File: src/rtl/uart_rx_deserializer.sv
`default_nettype none
// ============================================================================
// Module   : uart_rx_deserializer
// Brief    : UART receive deserializer. Counts rising edges of the 16x
//            oversample square wave as ticks, synchronises rx, validates the
//            start bit, majority-votes bits at counts 7/8/9 and delivers
//            LSB-first words through a valid/ready holding register with
//            frame, parity and overrun flags.
// Options  : define UART_RX_PARITY_EN to add a parity bit between data and
//            stop; PARITY_ODD selects odd (1) or even (0) parity.
// Revision : 1.0 - initial release
// ============================================================================
module uart_rx_deserializer #(
   parameter int DATA_BITS  = 8,
   parameter int PARITY_ODD = 0
) (
   input  logic                 system_clk,
   input  logic                 reset,
   input  logic                 rxclk_en,
   input  logic                 rx,
   input  logic                 rx_ready,
   output logic [DATA_BITS-1:0] rx_data,
   output logic                 rx_valid,
   output logic                 frame_err,
   output logic                 parity_err,
   output logic                 overrun_err,
   output logic                 rx_busy
);

   localparam int   BCW        = $clog2(DATA_BITS);
   localparam logic ODD_SENSE  = (PARITY_ODD != 0);
   localparam logic [BCW-1:0] LAST_BIT = BCW'(DATA_BITS - 1);

   typedef enum logic [2:0] {
      ST_IDLE     = 3'd0,
      ST_START    = 3'd1,
      ST_DATA     = 3'd2,
      ST_PARITY   = 3'd3,
      ST_STOP     = 3'd4,
      ST_BRK_WAIT = 3'd5
   } state_t;

   state_t               state;
   logic                 rx_meta;
   logic                 rx_s;
   logic                 rxclk_en_d;
   logic                 tick;
   logic [3:0]           samp_cnt;
   logic [BCW-1:0]       bit_cnt;
   logic [DATA_BITS-1:0] shreg;
   logic                 s7;
   logic                 s8;
   logic                 s9;
   logic                 maj_full;
   logic                 maj_stop;
   logic                 can_load;

`ifdef UART_RX_PARITY_EN
   logic                 par_bit;
   logic                 par_err_q;
`endif

   // One-cycle tick on each rising edge of the oversample square wave
   assign tick = rxclk_en & ~rxclk_en_d;

   // Bit value from the three mid-bit samples; the stop bit decides at
   // count 9 itself, so its third vote is the live synchronised line
   assign maj_full = (s7 & s8) | (s7 & s9) | (s8 & s9);
   assign maj_stop = (s7 & s8) | (s7 & rx_s) | (s8 & rx_s);

   // A finished frame may load when the register is empty or being drained
   assign can_load = ~rx_valid | rx_ready;

   // Two-flop rx synchroniser and rxclk_en edge register
   always_ff @(posedge system_clk or negedge reset) begin
      if (!reset) begin
         rx_meta    <= 1'b1;
         rx_s       <= 1'b1;
         rxclk_en_d <= 1'b0;
      end else begin
         rx_meta    <= rx;
         rx_s       <= rx_meta;
         rxclk_en_d <= rxclk_en;
      end
   end

   // Receive FSM, mid-bit sampling and the valid/ready holding register
   always_ff @(posedge system_clk or negedge reset) begin
      if (!reset) begin
         state       <= ST_IDLE;
         samp_cnt    <= 4'd0;
         bit_cnt     <= '0;
         shreg       <= '0;
         s7          <= 1'b1;
         s8          <= 1'b1;
         s9          <= 1'b1;
         rx_data     <= '0;
         rx_valid    <= 1'b0;
         frame_err   <= 1'b0;
         overrun_err <= 1'b0;
         rx_busy     <= 1'b0;
`ifdef UART_RX_PARITY_EN
         par_bit     <= 1'b0;
         par_err_q   <= 1'b0;
`endif
      end else begin
         overrun_err <= 1'b0;

         // Consumer handshake; a same-cycle completion below re-asserts it
         if (rx_valid && rx_ready) begin
            rx_valid <= 1'b0;
         end

         if (tick) begin
            if (samp_cnt == 4'd7) s7 <= rx_s;
            if (samp_cnt == 4'd8) s8 <= rx_s;
            if (samp_cnt == 4'd9) s9 <= rx_s;
            samp_cnt <= samp_cnt + 4'd1;

            case (state)
               ST_IDLE: begin
                  if (!rx_s) begin
                     state    <= ST_START;
                     samp_cnt <= 4'd0;
                     rx_busy  <= 1'b1;
                  end
               end

               ST_START: begin
                  if (samp_cnt == 4'd15) begin
                     if (maj_full) begin
                        // Glitch, not a start bit
                        state   <= ST_IDLE;
                        rx_busy <= 1'b0;
                     end else begin
                        state   <= ST_DATA;
                        bit_cnt <= '0;
                     end
                  end
               end

               ST_DATA: begin
                  if (samp_cnt == 4'd15) begin
                     shreg   <= {maj_full, shreg[DATA_BITS-1:1]};
                     bit_cnt <= bit_cnt + BCW'(1);
                     if (bit_cnt == LAST_BIT) begin
`ifdef UART_RX_PARITY_EN
                        state <= ST_PARITY;
`else
                        state <= ST_STOP;
`endif
                     end
                  end
               end

               ST_PARITY: begin
`ifdef UART_RX_PARITY_EN
                  if (samp_cnt == 4'd15) begin
                     par_bit <= maj_full;
                     state   <= ST_STOP;
                  end
`else
                  state   <= ST_IDLE;
                  rx_busy <= 1'b0;
`endif
               end

               ST_STOP: begin
                  // Deciding at count 9 returns early for resync margin
                  if (samp_cnt == 4'd9) begin
                     samp_cnt <= 4'd0;
                     if (can_load) begin
                        rx_data   <= shreg;
                        frame_err <= ~maj_stop;
                        rx_valid  <= 1'b1;
`ifdef UART_RX_PARITY_EN
                        par_err_q <= ((^shreg) ^ par_bit) != ODD_SENSE;
`endif
                     end else begin
                        overrun_err <= 1'b1;
                     end
                     if (maj_stop) begin
                        state   <= ST_IDLE;
                        rx_busy <= 1'b0;
                     end else begin
                        state   <= ST_BRK_WAIT;
                     end
                  end
               end

               ST_BRK_WAIT: begin
                  // Held-low line yields one frame; wait for idle level
                  if (rx_s) begin
                     state   <= ST_IDLE;
                     rx_busy <= 1'b0;
                  end
               end

               default: begin
                  state   <= ST_IDLE;
                  rx_busy <= 1'b0;
               end
            endcase
         end
      end
   end

`ifdef UART_RX_PARITY_EN
   assign parity_err = par_err_q;
`else
   // Parity sense has no effect without a parity bit
   assign parity_err = ODD_SENSE & 1'b0;
`endif

endmodule
`default_nettype wire

File: config.mk
export PLATFORM = sky130hd
export DESIGN_NAME = uart_rx_deserializer
export DESIGN_NICKNAME = d
export VERILOG_FILES = /design/src/rtl/uart_rx_deserializer.sv
export SDC_FILE = /design/constraint.sdc
export NUM_CORES = 1
export LEC_CHECK = 0
export ABC_AREA = 1
export BUFFER_PORTS_ARGS = -buffer_cell sky130_fd_sc_hd__buf_2
export CELL_PAD_IN_SITES_DETAIL_PLACEMENT = 1
export CELL_PAD_IN_SITES_GLOBAL_PLACEMENT = 1
export CORE_ASPECT_RATIO = 1.75
export CORE_MARGIN = 2
export CORE_UTILIZATION = 25
export CTS_BUF_LIST = sky130_fd_sc_hd__clkbuf_4
export DETAILED_ROUTE_END_ITERATION = 8
export PLACE_DENSITY = 0.61
export SLEW_MARGIN = 0
export SYNTH_ARGS = -nofsm -noshare
export SYNTH_HDL_FRONTEND = slang
export SYNTH_SLANG_ARGS = --single-unit
File: constraint.sdc
create_clock -name system_clk -period 1.7 [get_ports system_clk]
set_clock_uncertainty 0.15 [all_clocks]
set_input_delay 0.085 -clock system_clk [delete_from_list [all_inputs] [get_ports system_clk]]
set_output_delay 0.085 -clock system_clk [all_outputs]
set_load 0.01 [all_outputs]
; Word level (Yosys, flattened, before mapping)
; Cells that the tools add are included.
[op_classes]
add_sub_neg = 2
eq_ne = 18
muxes = 32
bitwise = 15
n_reduce_logical = 11
[op_table]
columns = operator, n
row1 = 2-to-1 mux 3 bit, 10
row2 = "!= test 2 bit, second input constant", 9
row3 = 2-to-1 mux 1 bit, 15
row4 = case mux 3 bit (5 select lines), 1
row5 = "== test 4 bit, second input constant", 3
row6 = "== test 3 bit, second input constant", 3
row7 = 2-to-1 mux 4 bit, 2
row8 = case mux 4 bit (2 select lines), 1
row9 = AND reduction 8 bit, 1
row10 = AND reduction 7 bit, 1
row11 = bitwise AND 1 bit, 6
row12 = case mux 3 bit (2 select lines), 1
row13 = AND reduction 2 bit, 3
row14 = OR 1 bit, 5
row15 = case mux 1 bit (5 select lines), 1
row16 = AND reduction 5 bit, 1
row17 = "adder 4 x 1 -> 4 bit, second input constant", 1
row18 = "== test 4 x 3 -> 1 bit, second input constant", 1
row19 = NOT 1 bit, 4
row20 = AND reduction 4 bit, 1
row21 = "adder 3 x 1 -> 3 bit, second input constant", 1
row22 = "== test 3 x 1 -> 1 bit, second input constant", 1
row23 = "== test 3 x 2 -> 1 bit, second input constant", 1
row24 = zero test 3 bit, 1
row25 = 4 further kinds, 4
[totals]
register_bits = 36
input_bits = 5
output_inout_bits = 13
elab_cells = 93

; Depth between registers and ports, before layout
; Gate-level depths: netlist of run 1.
[logic_depth]
word_depth = 6
depth_mapped = 10
mapped_depth_nobuf = 10

; Least setup slack after synthesis of run 1
; No wires, ideal clock.
[synth_timing]
path_kind = reg-to-reg
from = register samp_cnt[0]
to = register bit_cnt[1]
setup_ps = 117
arrival_time_ps = 1202
t_required_ps = 1433
slack_ps = 231
path_stages_with_launch = 10
path_buffers = 1
synth_period_minus_slack_ps = 1469
cell_sequence = dfrtp_1 > ha_1 > nand2_1 > inv_2 > nand2_1 > nor2_4 > nand2_4 > buf_6 > nand3_1 > nand2_1
[synth_via]
elab_chain_len = 3
elab_cells_between_ends = 4
classes_between = 3 x eq/ne / 1 x reduce/logical
[synth_rtl]
columns = element, line_no
row1 = from (decl), 48  ; logic [3:0] samp_cnt;
row2 = from (signal assigned), 118  ; samp_cnt <= samp_cnt + 4'd1;
row3 = == test 4 bit *, "130, 143"
row4 = != test 2 bit (no source line), n/a
row5 = AND reduction 5 bit (no source line) *, n/a
row6 = to (signal assigned), 145  ; bit_cnt <= bit_cnt + BCW'(1);
row7 = to (decl), 49  ; logic [BCW-1:0] bit_cnt;
; Mark *: on every way between the ends. The rest lies on a longest branch, timed or not.
; A chain may end at the register's enable or synchronous reset.

; Final worst setup path of run 1
[layout_timing]
from = register samp_cnt[0]
to = register state[1]
[layout_via]
elab_chain_len = 3
elab_cells_between_ends = 6
classes_between = 5 x eq/ne / 1 x reduce/logical
[layout_rtl]
columns = element, line_no
row1 = == test 4 bit (on tied branches), "130, 143, 170"
row2 = != test 2 bit (no source line), n/a
row3 = AND reduction 7 bit (no source line) *, n/a
row4 = to (signal assigned), 133  ; state <= ST_IDLE;
row5 = to (signal assigned), 136  ; state <= ST_DATA;
row6 = to (signal assigned), 150  ; state <= ST_STOP;
row7 = to (decl), 43  ; state_t state;
; Marked as above.

==> results_dict.tcl, run 1 <==
set metrics [dict create \
    cts.clk_slew.worst_paths_ps 120 \
    status "complete, no violations" \
    clock_path_buffers 2 \
    route.met2.wl_um 2280 \
    grt_max_degree 20 \
    yosysTopAreaCellShare 0.434 \
    pwr-share-clk 0.215 \
    cts_buffers 5 \
    worst-r2r-setup-slack_ps 60 \
    slowest_delay_ps 410 \
    wl_met3_um 73 \
    rr_worst_depth 10 \
    synth_cells 190 \
    p_per_area_nw_per_um2 1080 \
    r2r-start "samp_cnt[0]" \
    p_total_uw 2320 \
    detailedRoute.firstIterationViolations 25 \
    synthesis.area_um2 1790 \
    critPathArrivalTime_ps 1720 \
    path_max_fanout 6 \
    rsz0062_at_grt "true" \
    finalWeightedCongestion 0.737 \
    synth_area_leaders "dfrtp_1 (43%), nand2_1 (10%), o21ai_2 (8.3%)" \
    root_buffer "clkbuf_4" \
    switching_power_uw 884 \
    met1Wirelength_um 1380 \
    grt_pass1_vias 1426 \
    cp_data_required_time_ps 1790 \
    multi_input_area_um2 786 \
    critical_path.top_delay_family "simple AND/OR/NAND/NOR gates" \
    power_frac_comb 0.303 \
    critPathKind "reg2reg" \
    synth_cell_types 27 \
    final_cell_area_um2 2160 \
    die-area_um2 7870 \
    crit_top_cell "nand2_1" \
    hp-class "in2async" \
    grt.total_usage 0.111 \
    fillers 826 \
    antenna_left 0 \
    r2r_end "state[1]" \
    clk_latency_ps 350 \
    path_buf_inv 1 \
    leakagePower_uw 0.00105 \
    slew_viol_final 0 \
    cts_sinks 36 \
    setup_tns_ps 0 \
    vias_per_cell 4.39 \
    start_util 0.259 \
    die_h_um 116 \
    synth.avg_cell_area_um2 9.41 \
    cap_violations 0 \
    route.detailed.drc 0 \
    syn2layout_area_growth_pct 20.6 \
    ir_worst_vdd_mv 0.440 \
    yosysTopAreaCell "dfrtp_1" \
    syn-num-nets 200 \
    antenna_found_initial 1 \
    worstPathCellList "ha_2 -> nand2_1 -> inv_2 -> nand2_2 -> nand2_1 -> nand2_2 -> nor2_4 -> nand2_2 -> nand2_1 -> nand2_1" \
    ios 18 \
    seq_area_um2 908 \
    worstSetupEndpointType "flip-flop" \
    ys_ff_latch 36 \
    intPower_uw 1440 \
    yosysSeqAreaShare 0.507 \
    max_clock_freq_mhz 611 \
    layout.nets 232 \
    place_hpwl_um 2910 \
    setup_viol_count_final 0 \
    cts_tree "done" \
    wirelength_um 3790 \
    fin_crit_sh 0.962 \
    cp_slowest_cell "dfrtp_1" \
    cp-start-kind "flip-flop" \
    dr_total_vias 1351 \
    post_drt_wl_per_cell_um 12.3 \
    placed_area_um2 1970 \
    drive_gt1_frac 0.372 \
    final-hold-violation-count 0 \
    p_seq_frac 0.482 \
    port_buffers 16 \
    core_um2 6910 \
    top_layer "met4" \
    dr.pass1.iters 4 \
    h-tree-depth 2 \
    ys_warn_count 0 \
    core.rowCount 40 \
    grt_pass1_wl_um 6490 \
    netSwitchingFraction 0.380 \
    die_x_um 67.9 \
    overflow 0 \
    fin_crit_ps 1640 \
]
[placed cells by master, fill, tap and decap left out, types with 2 or more instances in the layout]
master,n
inv_2,5
o21ai_2,17
dfrtp_1,30
ha_2,2
nand2_1,45
nor2_4,5
clkbuf_4,7
inv_1,20
o21ai_0,7
buf_2,16
nor2_2,2
ha_1,3
nand3_1,14
nand2_2,5
buf_4,7
nor2_1,10
dlygate4sd3_1,4
nand2_4,2
dfstp_2,5
[final cells by class]
cell class                      count  share of cell area
Timing Repair Buffer               28              0.0894
Tap cell                           84              0.0488
Sequential cell                    36               0.421
Clock buffer                        7              0.0244
Multi-Input combinational cell    125               0.364
Antenna cell                        1             0.00116
Inverter                           26              0.0464
Clock inverter                      1             0.00406
[synthesized netlist by cell type]
master,instances
a21oi_1,2
nand2_1,48
nor2_2,1
ha_1,5
or2_1,1
conb_1,1
inv_2,4
nand4_1,1
nor2_8,1
nor3_4,1
nand2_4,2
nand3_2,1
inv_1,22
nand3_4,1
nor3_1,1
buf_4,1
a21o_1,1
o21ai_2,17
o21ai_0,7
dfrtp_1,31
nand2_2,3
buf_6,2
xor2_1,1
dfstp_2,5
nor2_1,11
nand3_1,14
nor2_4,5
[metrics by stage]
| stage | setup WS (ps) | std cells | hold WS [ps] | util |
|---|---|---|---|---|
| global placement | 84.6 | 291 | -113 | 0.286 |
| CTS | 11.1 | 303 | 16.8 | 0.300 |
| floorplan | 231 | 190 | -361 | - |
| detailed placement | 38.7 | 291 | -107 | 0.286 |
| finish | 64.6 | 308 | 31.9 | 0.312 |
| global route | -67.3 | 308 | 51.9 | 0.312 |
[how the worst max path moves through the flow]
stage | from | endpoint | slack (ps) | cells after the start
2_1_floorplan | samp_cnt[0] | bit_cnt[1] | 230 | 9
3_3_place_gp | samp_cnt[0] | shreg[7] | 80 | 9
3_5_place_dp | samp_cnt[0] | shreg[7] | 40 | 9
4_1_cts | samp_cnt[0] | shreg[7] | 10 | 9
5_1_grt | samp_cnt[0] | state[2] | -70 | 10
6_report | samp_cnt[0] | state[1] | 60 | 10
[cell families after synthesis]
family          after synthesis  share of synthesized area
simple gates                 91                      0.267
flops                        36                      0.507
buf+inv                      29                     0.0714
compound gates               27                      0.113
fa+ha+maj                     5                     0.0350
xor+xnor                      1                    0.00490
other cells                   1                    0.00210
[power groups by stage]
stage / registers [uW] / clock network (uW) / logic (uW)
6_report: 1120 / 500 / 704
5_1_grt: 1140 / 558 / 815
4_1_cts: 1110 / 530 / 672
3_5_place_dp: 1130 / 0 / 662
3_3_place_gp: 1120 / 0 / 653
2_1_floorplan: 1110 / 0 / 475
[per-layer routing]
layer,global-route usage,vias up
met3,0.0175,6
met4,0.0680,0
li1,-,656
met5,0,-
met1,0.106,670
met2,0.211,19
[registers in the layout (all words and copies together), names as in the netlist]
name         count
s7               1
s9               1
frame_err        1
samp_cnt         4
rx_s             1
bit_cnt          3
rx_meta          1
rx_data          8
rx_busy          1
rx_valid         1
rxclk_en_d       1
shreg            8
state            3
overrun_err      1
s8               1
[what timing repair did]
| item | 4_1_cts | 5_1_grt |
|---|---|---|
| resized for setup | 0 | 13 |
| hold buffers | 4 | 0 |
| setup endpoints to repair | 0 | 20 |
| setup buffers | 0 | 4 |
| hold endpoints to repair | 38 | 0 |
Note: power is estimated with default switching activity, not from simulation.
==> inputs of run 2 (changes only) <==
Settings changed: RECOVER_POWER set to 25, REMOVE_ABC_BUFFERS set to 1, SETUP_SLACK_MARGIN set to 0.05.
==> results_dict.tcl, run 2 (same netlist as run 1, synthesis figures left out) <==
set metrics [dict create \
    cp-start-kind "flip-flop" \
    vias_per_cell 4.35 \
    setup_viol_count_final 0 \
    worstPathCellList "ha_2 -> nand2_2 -> inv_2 -> nand2_4 -> nand2_2 -> nand2_2 -> nor2_4 -> nand2_2 -> nand2_1 -> nand2_1" \
    leakagePower_uw 0.00108 \
    post_drt_wl_per_cell_um 12.6 \
    antenna_left 0 \
    max_clock_freq_mhz 639 \
    fin_crit_ps 1570 \
    path_max_fanout 6 \
    ir_worst_vdd_mv 0.254 \
    cts_sinks 36 \
    clk_latency_ps 370 \
    core_um2 6910 \
    die_x_um 67.9 \
    grt_pass1_vias 1353 \
    dr.pass1.iters 4 \
    rsz0062_at_grt "true" \
    cp_slowest_cell "dfrtp_1" \
    dpl.cell_count 293 \
    crit_path_end "state[0]" \
    antenna_found_initial 1 \
    clock_path_buffers 2 \
    netSwitchingFraction 0.381 \
    rr_worst_depth 10 \
    intPower_uw 1500 \
    port_buffers 16 \
    largestRegisters "rx_data x8, shreg x8, samp_cnt x4" \
    r2r_end "state[0]" \
    worst-r2r-setup-slack_ps 130 \
    grt_max_degree 37 \
    slowest_delay_ps 420 \
    cts_buffers 5 \
    timing.final.ws_setup_ps 134 \
    wirelength_um 3960 \
    root_buffer "clkbuf_4" \
    p_seq_frac 0.459 \
    cts_tree "done" \
    critPathKind "reg2reg" \
    finalWeightedCongestion 0.721 \
    h-tree-depth 2 \
    die-area_um2 7870 \
    hp-class "reg2reg" \
    route.detailed.drc 0 \
    place_hpwl_um 2760 \
    p_per_area_nw_per_um2 1100 \
    status "complete, no violations" \
    cts.clk_slew.worst_paths_ps 110 \
    layout.nets 237 \
    cap_violations 0 \
    dr_total_vias 1363 \
    final_cell_mix "nand2_1 (44), dfrtp_1 (30), inv_1 (19)" \
    core.rowCount 40 \
    hold_ws_ps 213 \
    timing.critical_path.from "samp_cnt[1]" \
    slew_viol_final 0 \
    syn2layout_area_growth_pct 23.1 \
    final-hold-violation-count 0 \
    r2r-start "samp_cnt[1]" \
    start_util 0.259 \
    power_frac_comb 0.341 \
    grt_pass1_wl_um 6620 \
    worstSetupEndpointType "flip-flop" \
    place_ws_ps 5.00 \
    worst_pin_slew_ps 915 \
    crit_top_cell "nand2_2" \
    die_h_um 116 \
    pwr-share-clk 0.199 \
    final_util 0.319 \
    grt.total_usage 0.116 \
    critPathArrivalTime_ps 1670 \
    detailedRoute.firstIterationViolations 42 \
    slew_headroom 0.390 \
    final_common_cell "nand2_1" \
    drive_gt1_frac 0.395 \
    overflow 0 \
    switching_power_uw 922 \
    fin_cells 313 \
    fin_crit_sh 0.921 \
    ios 18 \
    cp_data_required_time_ps 1810 \
]
## run 2: cell count changes in the layout (fill, tap and decap cells not counted), sizes merged
cell and delta:
clkinvlp +1, nand3 +1, buf +2, clkbuf +1
## run 2: worst min path at each step
stage / from / to / slack, ps / cells past startpoint
global route: rx / rx_meta / 210 / 2
detailed placement: reset / samp_cnt[1] / 20 / 2
CTS: reset / bit_cnt[2] / 150 / 3
floorplan: reset / bit_cnt[0] / -360 / 0
global placement: reset / samp_cnt[1] / 10 / 2
finish: rx_meta / rx_s / 210 / 0
## run 2: layer usage
metal	GRT usage	vias to the layer above	share of wire
li1	-	672	-
met1	0.127	665	0.39
met3	0.0233	6	0.028
met2	0.199	20	0.56
met4	0.0680	0	0.026
met5	0	-	0
## run 2: area by class of cell
cell class / count / area [um2]
Clock buffer: 6 / 45.0
Sequential cell: 36 / 908
Antenna cell: 1 / 2.50
Fill cell: 827 / 4710
Tap cell: 84 / 105
Multi-Input combinational cell: 126 / 811
Clock inverter: 2 / 11.3
Timing Repair Buffer: 32 / 220
Inverter: 26 / 97.6
## run 2: timing repair
item / CTS / global route
resized for setup: 2 / 14
hold buffers: 4 / 0
buffers inserted: 0 / 6
endpoints found under the hold margin: 40 / 0
pin swaps: 0 / 5
setup endpoints to repair: 10 / 11
cloned: 1 / 0
## run 2: worst max-delay path: cells and delay by family, from the launching register on
kind | cells | cell delay (ps)
adders and majority gates | 1 | 210
buffers and inverters | 1 | 90
DFF | 1 | 420
and+or+nand+nor | 8 | 620
## run 2: through the flow
| stage | instance area, um2 | power [uW] | TNS, ps |
|---|---|---|---|
| global route | 2200 | 2610 | -8.58 |
| CTS | 2110 | 2320 | 0 |
| global placement | 1990 | 1800 | 0 |
| finish | 2200 | 2420 | 0 |
| floorplan | 1760 | 1580 | 0 |
| detailed placement | 1990 | 1820 | 0 |
## run 2: power by group through the flow
stage / combinational (uW) / sequential [uW] / clock [uW]
4_1_cts: 720 / 1100 / 502
3_3_place_gp: 689 / 1120 / 0
2_1_floorplan: 474 / 1110 / 0
5_1_grt: 941 / 1130 / 544
6_report: 826 / 1110 / 483
3_5_place_dp: 700 / 1120 / 0
